### src/rtl/reg_scoreboard.sv
// reg_scoreboard -- register file with per-register pending-write scoreboard.
//
// Tracks in-flight writes per destination register with a small counter.
// Issue is stalled while any used source has a pending write, or while the
// destination counter is saturated. Register 0 is hard-wired to zero.
//
// Optional feature macro: REG_SCOREBOARD_BYPASS_EN
//   When defined, a writeback is forwarded to matching source ports in the
//   same cycle, and a source whose only pending write is that writeback is
//   not treated as hazarded.
//
// Ports:
//   CLOCK_50    in   rising-edge clock
//   RSTN_N      in   asynchronous active-low reset
//   rs_addr     in   NRD*AW  source indices, port i at [i*AW +: AW]
//   rs_used     in   NRD     port i source is needed by the issuing instr
//   rs_data     out  NRD*XLEN combinational source operand values
//   issue_valid in   issue request
//   issue_rd    in   AW      destination index of the issuing instruction
//   issue_ready out  issue may be accepted (independent of issue_valid)
//   wb_valid    in   writeback strobe
//   wb_rd       in   AW      writeback destination
//   wb_data     in   XLEN    writeback value
//   idle        out  no pending writes anywhere
//   wb_err      out  sticky: writeback arrived with no pending write
module reg_scoreboard #(
  parameter  int XLEN    = 32,
  parameter  int NREG    = 32,
  parameter  int NRD     = 2,
  parameter  int MAXPEND = 3,
  localparam int AW      = $clog2(NREG),
  localparam int CW      = $clog2(MAXPEND + 1)
) (
  input  logic                 CLOCK_50,
  input  logic                 RSTN_N,
  input  logic [NRD*AW-1:0]    rs_addr,
  input  logic [NRD-1:0]       rs_used,
  output logic [NRD*XLEN-1:0]  rs_data,
  input  logic                 issue_valid,
  input  logic [AW-1:0]        issue_rd,
  output logic                 issue_ready,
  input  logic                 wb_valid,
  input  logic [AW-1:0]        wb_rd,
  input  logic [XLEN-1:0]      wb_data,
  output logic                 idle,
  output logic                 wb_err
);

  localparam logic [CW-1:0] PEND_MAX = CW'(MAXPEND);
  localparam logic [CW-1:0] PEND_ONE = CW'(1);

  logic [XLEN-1:0] regs [NREG];
  logic [CW-1:0]   pend [NREG];
  logic [NRD-1:0]  port_hzd;
  logic [NREG-1:0] iss_hit;
  logic [NREG-1:0] wb_hit;
  logic            iss_acc;
  logic            wb_orphan;

  // Counter update. A same-cycle issue and writeback cancel out; a
  // writeback to an empty counter leaves it at zero (flagged separately).
  function automatic logic [CW-1:0] pend_next(input logic [CW-1:0] cur,
                                              input logic inc,
                                              input logic dec);
    if (inc && !dec)
      return cur + PEND_ONE;
    else if (dec && !inc && cur != '0)
      return cur - PEND_ONE;
    else
      return cur;
  endfunction

  // Source read ports: operand mux and hazard detection
  for (genvar i = 0; i < NRD; i++) begin : g_port
    logic [AW-1:0] a;
    assign a = rs_addr[i*AW +: AW];
`ifdef REG_SCOREBOARD_BYPASS_EN
    logic byp;
    assign byp = wb_valid && (wb_rd == a) && (a != '0);
    assign rs_data[i*XLEN +: XLEN] = byp ? wb_data : regs[a];
    // The in-flight writeback satisfies the last outstanding write.
    assign port_hzd[i] = rs_used[i] && (a != '0) && (pend[a] != '0) &&
                         !(byp && (pend[a] == PEND_ONE));
`else
    assign rs_data[i*XLEN +: XLEN] = regs[a];
    assign port_hzd[i] = rs_used[i] && (a != '0) && (pend[a] != '0);
`endif
  end

  assign issue_ready = ~|port_hzd &&
                       ((issue_rd == '0) || (pend[issue_rd] < PEND_MAX));
  assign iss_acc     = issue_valid && issue_ready;

  // Per-register decode; register 0 never matches so it stays zero.
  for (genvar r = 0; r < NREG; r++) begin : g_hit
    if (r == 0) begin : g_zero
      assign iss_hit[r] = 1'b0;
      assign wb_hit[r]  = 1'b0;
    end else begin : g_live
      assign iss_hit[r] = iss_acc  && (issue_rd == AW'(r));
      assign wb_hit[r]  = wb_valid && (wb_rd    == AW'(r));
    end
  end

  assign wb_orphan = wb_valid && (wb_rd != '0) && (pend[wb_rd] == '0) &&
                     !(iss_acc && (issue_rd == wb_rd));

  always_comb begin
    idle = 1'b1;
    for (int r = 0; r < NREG; r++)
      if (pend[r] != '0) idle = 1'b0;
  end

  // Register array, counters and error flag update on the clock edge
  always_ff @(posedge CLOCK_50 or negedge RSTN_N) begin
    if (!RSTN_N) begin
      for (int r = 0; r < NREG; r++) begin
        regs[r] <= '0;
        pend[r] <= '0;
      end
      wb_err <= 1'b0;
    end else begin
      for (int r = 0; r < NREG; r++) begin
        if (wb_hit[r]) regs[r] <= wb_data;
        pend[r] <= pend_next(pend[r], iss_hit[r], wb_hit[r]);
      end
      if (wb_orphan) wb_err <= 1'b1;
    end
  end

endmodule

### config.mk
export PLATFORM = sky130hd
export DESIGN_NAME = reg_scoreboard
export DESIGN_NICKNAME = d
export VERILOG_FILES = /design/src/rtl/reg_scoreboard.sv
export SDC_FILE = /design/constraint.sdc
export NUM_CORES = 2
export LEC_CHECK = 0
export ABC_AREA = 1
export CORE_ASPECT_RATIO = 0.9
export CORE_MARGIN = 1
export CORE_UTILIZATION = 35
export CTS_BUF_LIST = sky130_fd_sc_hd__clkbuf_4 sky130_fd_sc_hd__clkbuf_8
export DETAILED_ROUTE_END_ITERATION = 16
export PLACE_DENSITY = 0.57
export SLEW_MARGIN = 0
export SYNTH_ARGS = -nofsm -noshare
export SYNTH_HDL_FRONTEND = slang
export SYNTH_SLANG_ARGS = --single-unit
### constraint.sdc
create_clock -name CLOCK_50 -period 3.5 [get_ports CLOCK_50]
set_clock_uncertainty 0.1 [all_clocks]
set_input_delay 0.525 -clock CLOCK_50 [delete_from_list [all_inputs] [get_ports CLOCK_50]]
set_output_delay 0.525 -clock CLOCK_50 [all_outputs]
set_load 0.02 [all_outputs]
* Word level (Yosys, flattened, before mapping)
Cells that the tools add are included.
** Cells by class
- $lt $le $gt $ge :: 5
- $add $sub $neg :: 62
- Reduce and logical (&&, ||, !) cells :: 300
- Bitwise logic cells :: 4
- Equal/unequal tests :: 63
- Multiplexer cells :: 111
** Operators by type and width (count)
- $bmux 32 s5 :: 2
- $logic_and 1x1->1 :: 165
- $eq 5x5->1 const B :: 32
- $mux 2 :: 70
- $mux 32 :: 4
- $reduce_bool 2->1 :: 64
- $eq 5x4->1 const B :: 16
- $logic_not 1->1 :: 64
- $add 2x1->2 const B :: 31
- $sub 2x1->2 const B :: 31
- $bmux 2 s5 :: 4
- $eq 5x3->1 const B :: 8
- $mux 1 :: 31
- $ge 6x6->1 const B :: 4
- $not 5->6 :: 4
- $eq 5x2->1 const B :: 4
- $reduce_bool 5->1 :: 3
- $eq 5x1->1 const B :: 2
- $eq 5x5->1 :: 1
- $logic_not 5->1 :: 1
- $logic_not 2->1 :: 1
- $lt 2x2->1 const B :: 1
- $reduce_or 2->1 :: 1
- $logic_or 1x1->1 :: 1
** Word-level totals
- Output and inout port bits :: 67
- Register bits :: 1055
- Input bits :: 58

* Longest topological paths before layout
- Word-level depth :: 32
- Mapped depth :: 21
- Gate-level depth less buffers :: 19

* Least setup slack after synthesis
No wires, ideal clock.
- Kind :: input -> output
- Start :: input rs_addr[0]
- End :: output rs_data[21]
- Data arrival time :: 2427 ps
- Cell stages on the path :: 9
- Required time :: 2875 ps
- Buffers on the path :: 5
- Path slack :: 448 ps
- Cell sequence :: buf_4 -> buf_2 -> buf_2 -> buf_2 -> buf_2 -> o21ai_0 -> nor2_1 -> a211oi_1 -> o41ai_1
** On the way
- Cells in the longest elaborated chain, start to end :: 4
** Ends and longest elaborated chain
- start: declaration :: line 36 : input logic [NRD*AW-1:0] rs_addr,
- $not 5->6 (implied by the code) :: line 85 : assign rs_data[i*XLEN +: XLEN] = regs[a];
- $bmux 32 s5 :: line 85
- $mux 32 (implied by the code) (2 in a row) :: line 85
- end: declaration :: line 38 : output logic [NRD*XLEN-1:0] rs_data,
Every way passes these cells. The select of a mux whose other input is x is not followed.

* Final worst setup path
- Start :: input rs_addr[6]
- End :: output rs_data[54]
The elaborated chain is that of the path after synthesis.

==> qor.csv <==
metric,value,unit
ff2ff_setup_slack,660,ps
grt_max_degree,102,
drive_gt1_share,13.8,%
finalCritPeriodShare,99.5,%
drc,0,
cts_buffer_depth,3,
yosysSeqAreaShare,46.7,%
ys_warn_count,0,
cp.required,2870,ps
synth_simple_gate_area_share,16.1,%
fp.dieH,383,um
cp-end-kind,primary output,
hold_viol_final,0,
gp_congestion,0.935,
drv_cap,0,
synth_top_area_cell,dfrtp_1,
grt_pass1_wl,388000,um
timing.rr.start,pend[37],
clkTransAtPathRegs,70,ps
synth-seq-cells,1055,
synth_top_area_share,46.7,%
io_buffer_count,124,
path_class,in2out,
cts_tree,built,
ios,125,
drtPass1Iterations,10,
synth_top_family_by_area,compound AO/OA/AOI/OAI gates,
fin_nets,7529,
netlist_instances,7321,
detail-route-antenna-nets,0,
async_flop_share,100,%
fin_area,68200,um^2
cts-root-buf,clkbuf_8,
die_x,426,um
drtIter0Drc,8856,
hold_slack,50.8,ps
synth_fa_ha_area_share,0,%
drt-vias-per-instance,6.06,
syn_nets,7379,
syn_area_per_cell,7.72,um^2
placed_area,63500,um^2
synth_xor_area_share,0.0155,%
vias,59100,
arrival,2860,ps
hold_path.class,in2async,
clock_latency,970,ps
synth_area,56600,um^2
final_util,42.6,%
antenna_found_initial,13,
dp_hpwl,169000,um
wl,266000,um
synth-compound-area-share,27.8,%
placeableCoreArea,160000,um^2
synth.area.top_cells,"dfrtp_1, o21ai_0, nand2_1",
finalSetupViolCount,0,
cts-buffers-inserted,191,
period_needed,3480,ps
worstReg2RegEnd,pend[32],
power_density,556,nW/um^2
grt_overflow,0,
slew_viol_final,0,
initial_core_util,35.3,%
place_inst,9376,
area_growth_syn_to_layout,20.6,%
vdd_drop_max,0.278,mV
critPathLaunchType,input pin,
synth_edf_count,0,
wire_per_inst,27.3,um
status,"finished, final reports clean",
row_count,139,
cts_sinks,1055,
tightest_slew,925,ps
grt_usage,32.0,%
fillers,16000,
rsz0062_at_grt,yes,
relSlewSlack,38.3,%
fmax,287,MHz
p_leak,30.0,nW
muxShareOfSynthArea,0,%
ys_types,43,
path_max_fanout,15,
fin_cells,9741,
synth_ff_type,dfrtp_1,
grt_pass1_vias,56000,
htree_levels,4,
dieArea,163000,um^2
r2r_cells,17,
-- layout make-up --
cell class                      instances  area, um^2  area share, %
Sequential cell                      1055       26400           38.7
Multi-Input combinational cell       4887       25400           37.2
Timing Repair Buffer                  624        7020           10.3
Clock buffer                          297        3730           5.47
Inverter                              712        2700           3.96
Tap cell                             2115        2650           3.88
Clock inverter                         43         285          0.418
Antenna cell                            8        20.0         0.0294
-- flip-flops by register name (all words and copies together) (netlist names) --
register  cells
regs        992
pend         62
wb_err        1
-- layer usage --
layer | vias up | track usage, % | share of wire, %
met3 | 911 | 7.01 | 11
li1 | 25600 | - | -
met1 | 28500 | 42.4 | 39
met5 | - | 0 | 0
met2 | 4109 | 47.9 | 43
met4 | 0 | 19.0 | 6.6
-- power by group --
| group | leakage, nW | switching, mW | internal (mW) |
|---|---|---|---|
| clock | 2.16 | 5.74 | 6.84 |
| combinational | 15.0 | 5.79 | 3.09 |
| sequential | 12.9 | 1.64 | 14.8 |
-- cells in the final DEF, fill, tap and decap left out, drive strengths merged, types with 80 or more instances in the layout --
cell	instances
clkbuf	298
o21ai	1503
inv	712
o221ai	270
a221oi	88
a22oi	80
a21oi	292
nand2	1637
o211ai	95
nand3	217
dfrtp	1055
buf	553
nor2	312
-- synth_stat cells (2+ instances only) --
master,instances
nand2_1,1633
o21ai_0,1464
dfrtp_1,1055
inv_1,694
clkbuf_1,548
nor2_1,305
a21oi_1,292
o221ai_1,270
nand3_1,190
o211ai_1,95
a221oi_1,88
a22oi_1,80
o22ai_1,73
a31oi_1,66
o2111ai_1,63
buf_1,62
nand4_1,55
buf_2,48
o21ai_1,39
a32oi_1,37
nand3_2,27
nor3_1,26
a311oi_1,16
o311ai_0,16
a2111oi_0,12
inv_2,10
a211oi_1,8
clkinv_1,8
a221o_1,7
nor4_1,6
buf_4,5
buf_6,4
nand2_2,4
nor2_2,4
nor2_4,2
o41ai_1,2
-- worst max path at each step --
| stage | start | cells past startpoint | slack (ps) | to |
|---|---|---|---|---|
| floorplan | rs_addr[0] | 9 | 450 | rs_data[21] |
| CTS | pend[4] | 13 | -60 | issue_ready |
| global placement | rs_addr[6] | 12 | -610 | rs_data[41] |
| global route | pend[2] | 14 | -20 | issue_ready |
| finish | rs_addr[6] | 14 | 20 | rs_data[54] |
| detailed placement | rs_addr[6] | 12 | -590 | rs_data[41] |
-- kinds of logic (layout without fill, tap and decap cells) --
family,Yosys count,count (layout)
AOI/OAI and AO/OA,2632,2632
xor gates and xnor gates,1,1
buffers and inverters,1379,1676
DFF,1055,1055
other,0,8
and+or+nand+nor,2254,2254
-- critical path, stage by stage --
cell           delay (ps)
dlygate4sd2_1         260
buf_12                160
buf_4                 150
buf_4                 150
nand2_2               100
buf_4                 160
buf_6                 260
o21ai_1               110
o221ai_2              330
nand2_1               110
nor2_1                140
a31oi_2                80
buf_6                 190
buf_12                130
-- metrics by stage --
stage	setup TNS, ps	worst slack, ps	power (mW)
final	0	17.1	37.9
after global routing	-16.3	-16.3	39.6
after CTS	-64.9	-64.9	37.7
after detailed placement	-15870	-586	25.0
after global placement	-15890	-607	24.8
after floorplan	0	448	21.2
-- timing repair --
action / 4_1_cts / 5_1_grt
endpoints found under the hold margin: 586 / 0
buffers inserted: 11 / 1
cloned: 5 / 0
resized for setup: 118 / 24
pin swaps: 15 / 2
setup endpoints to repair: 38 / 4
hold buffers: 1 / 0
No activity file was read; power rests on OpenSTA's default activity.
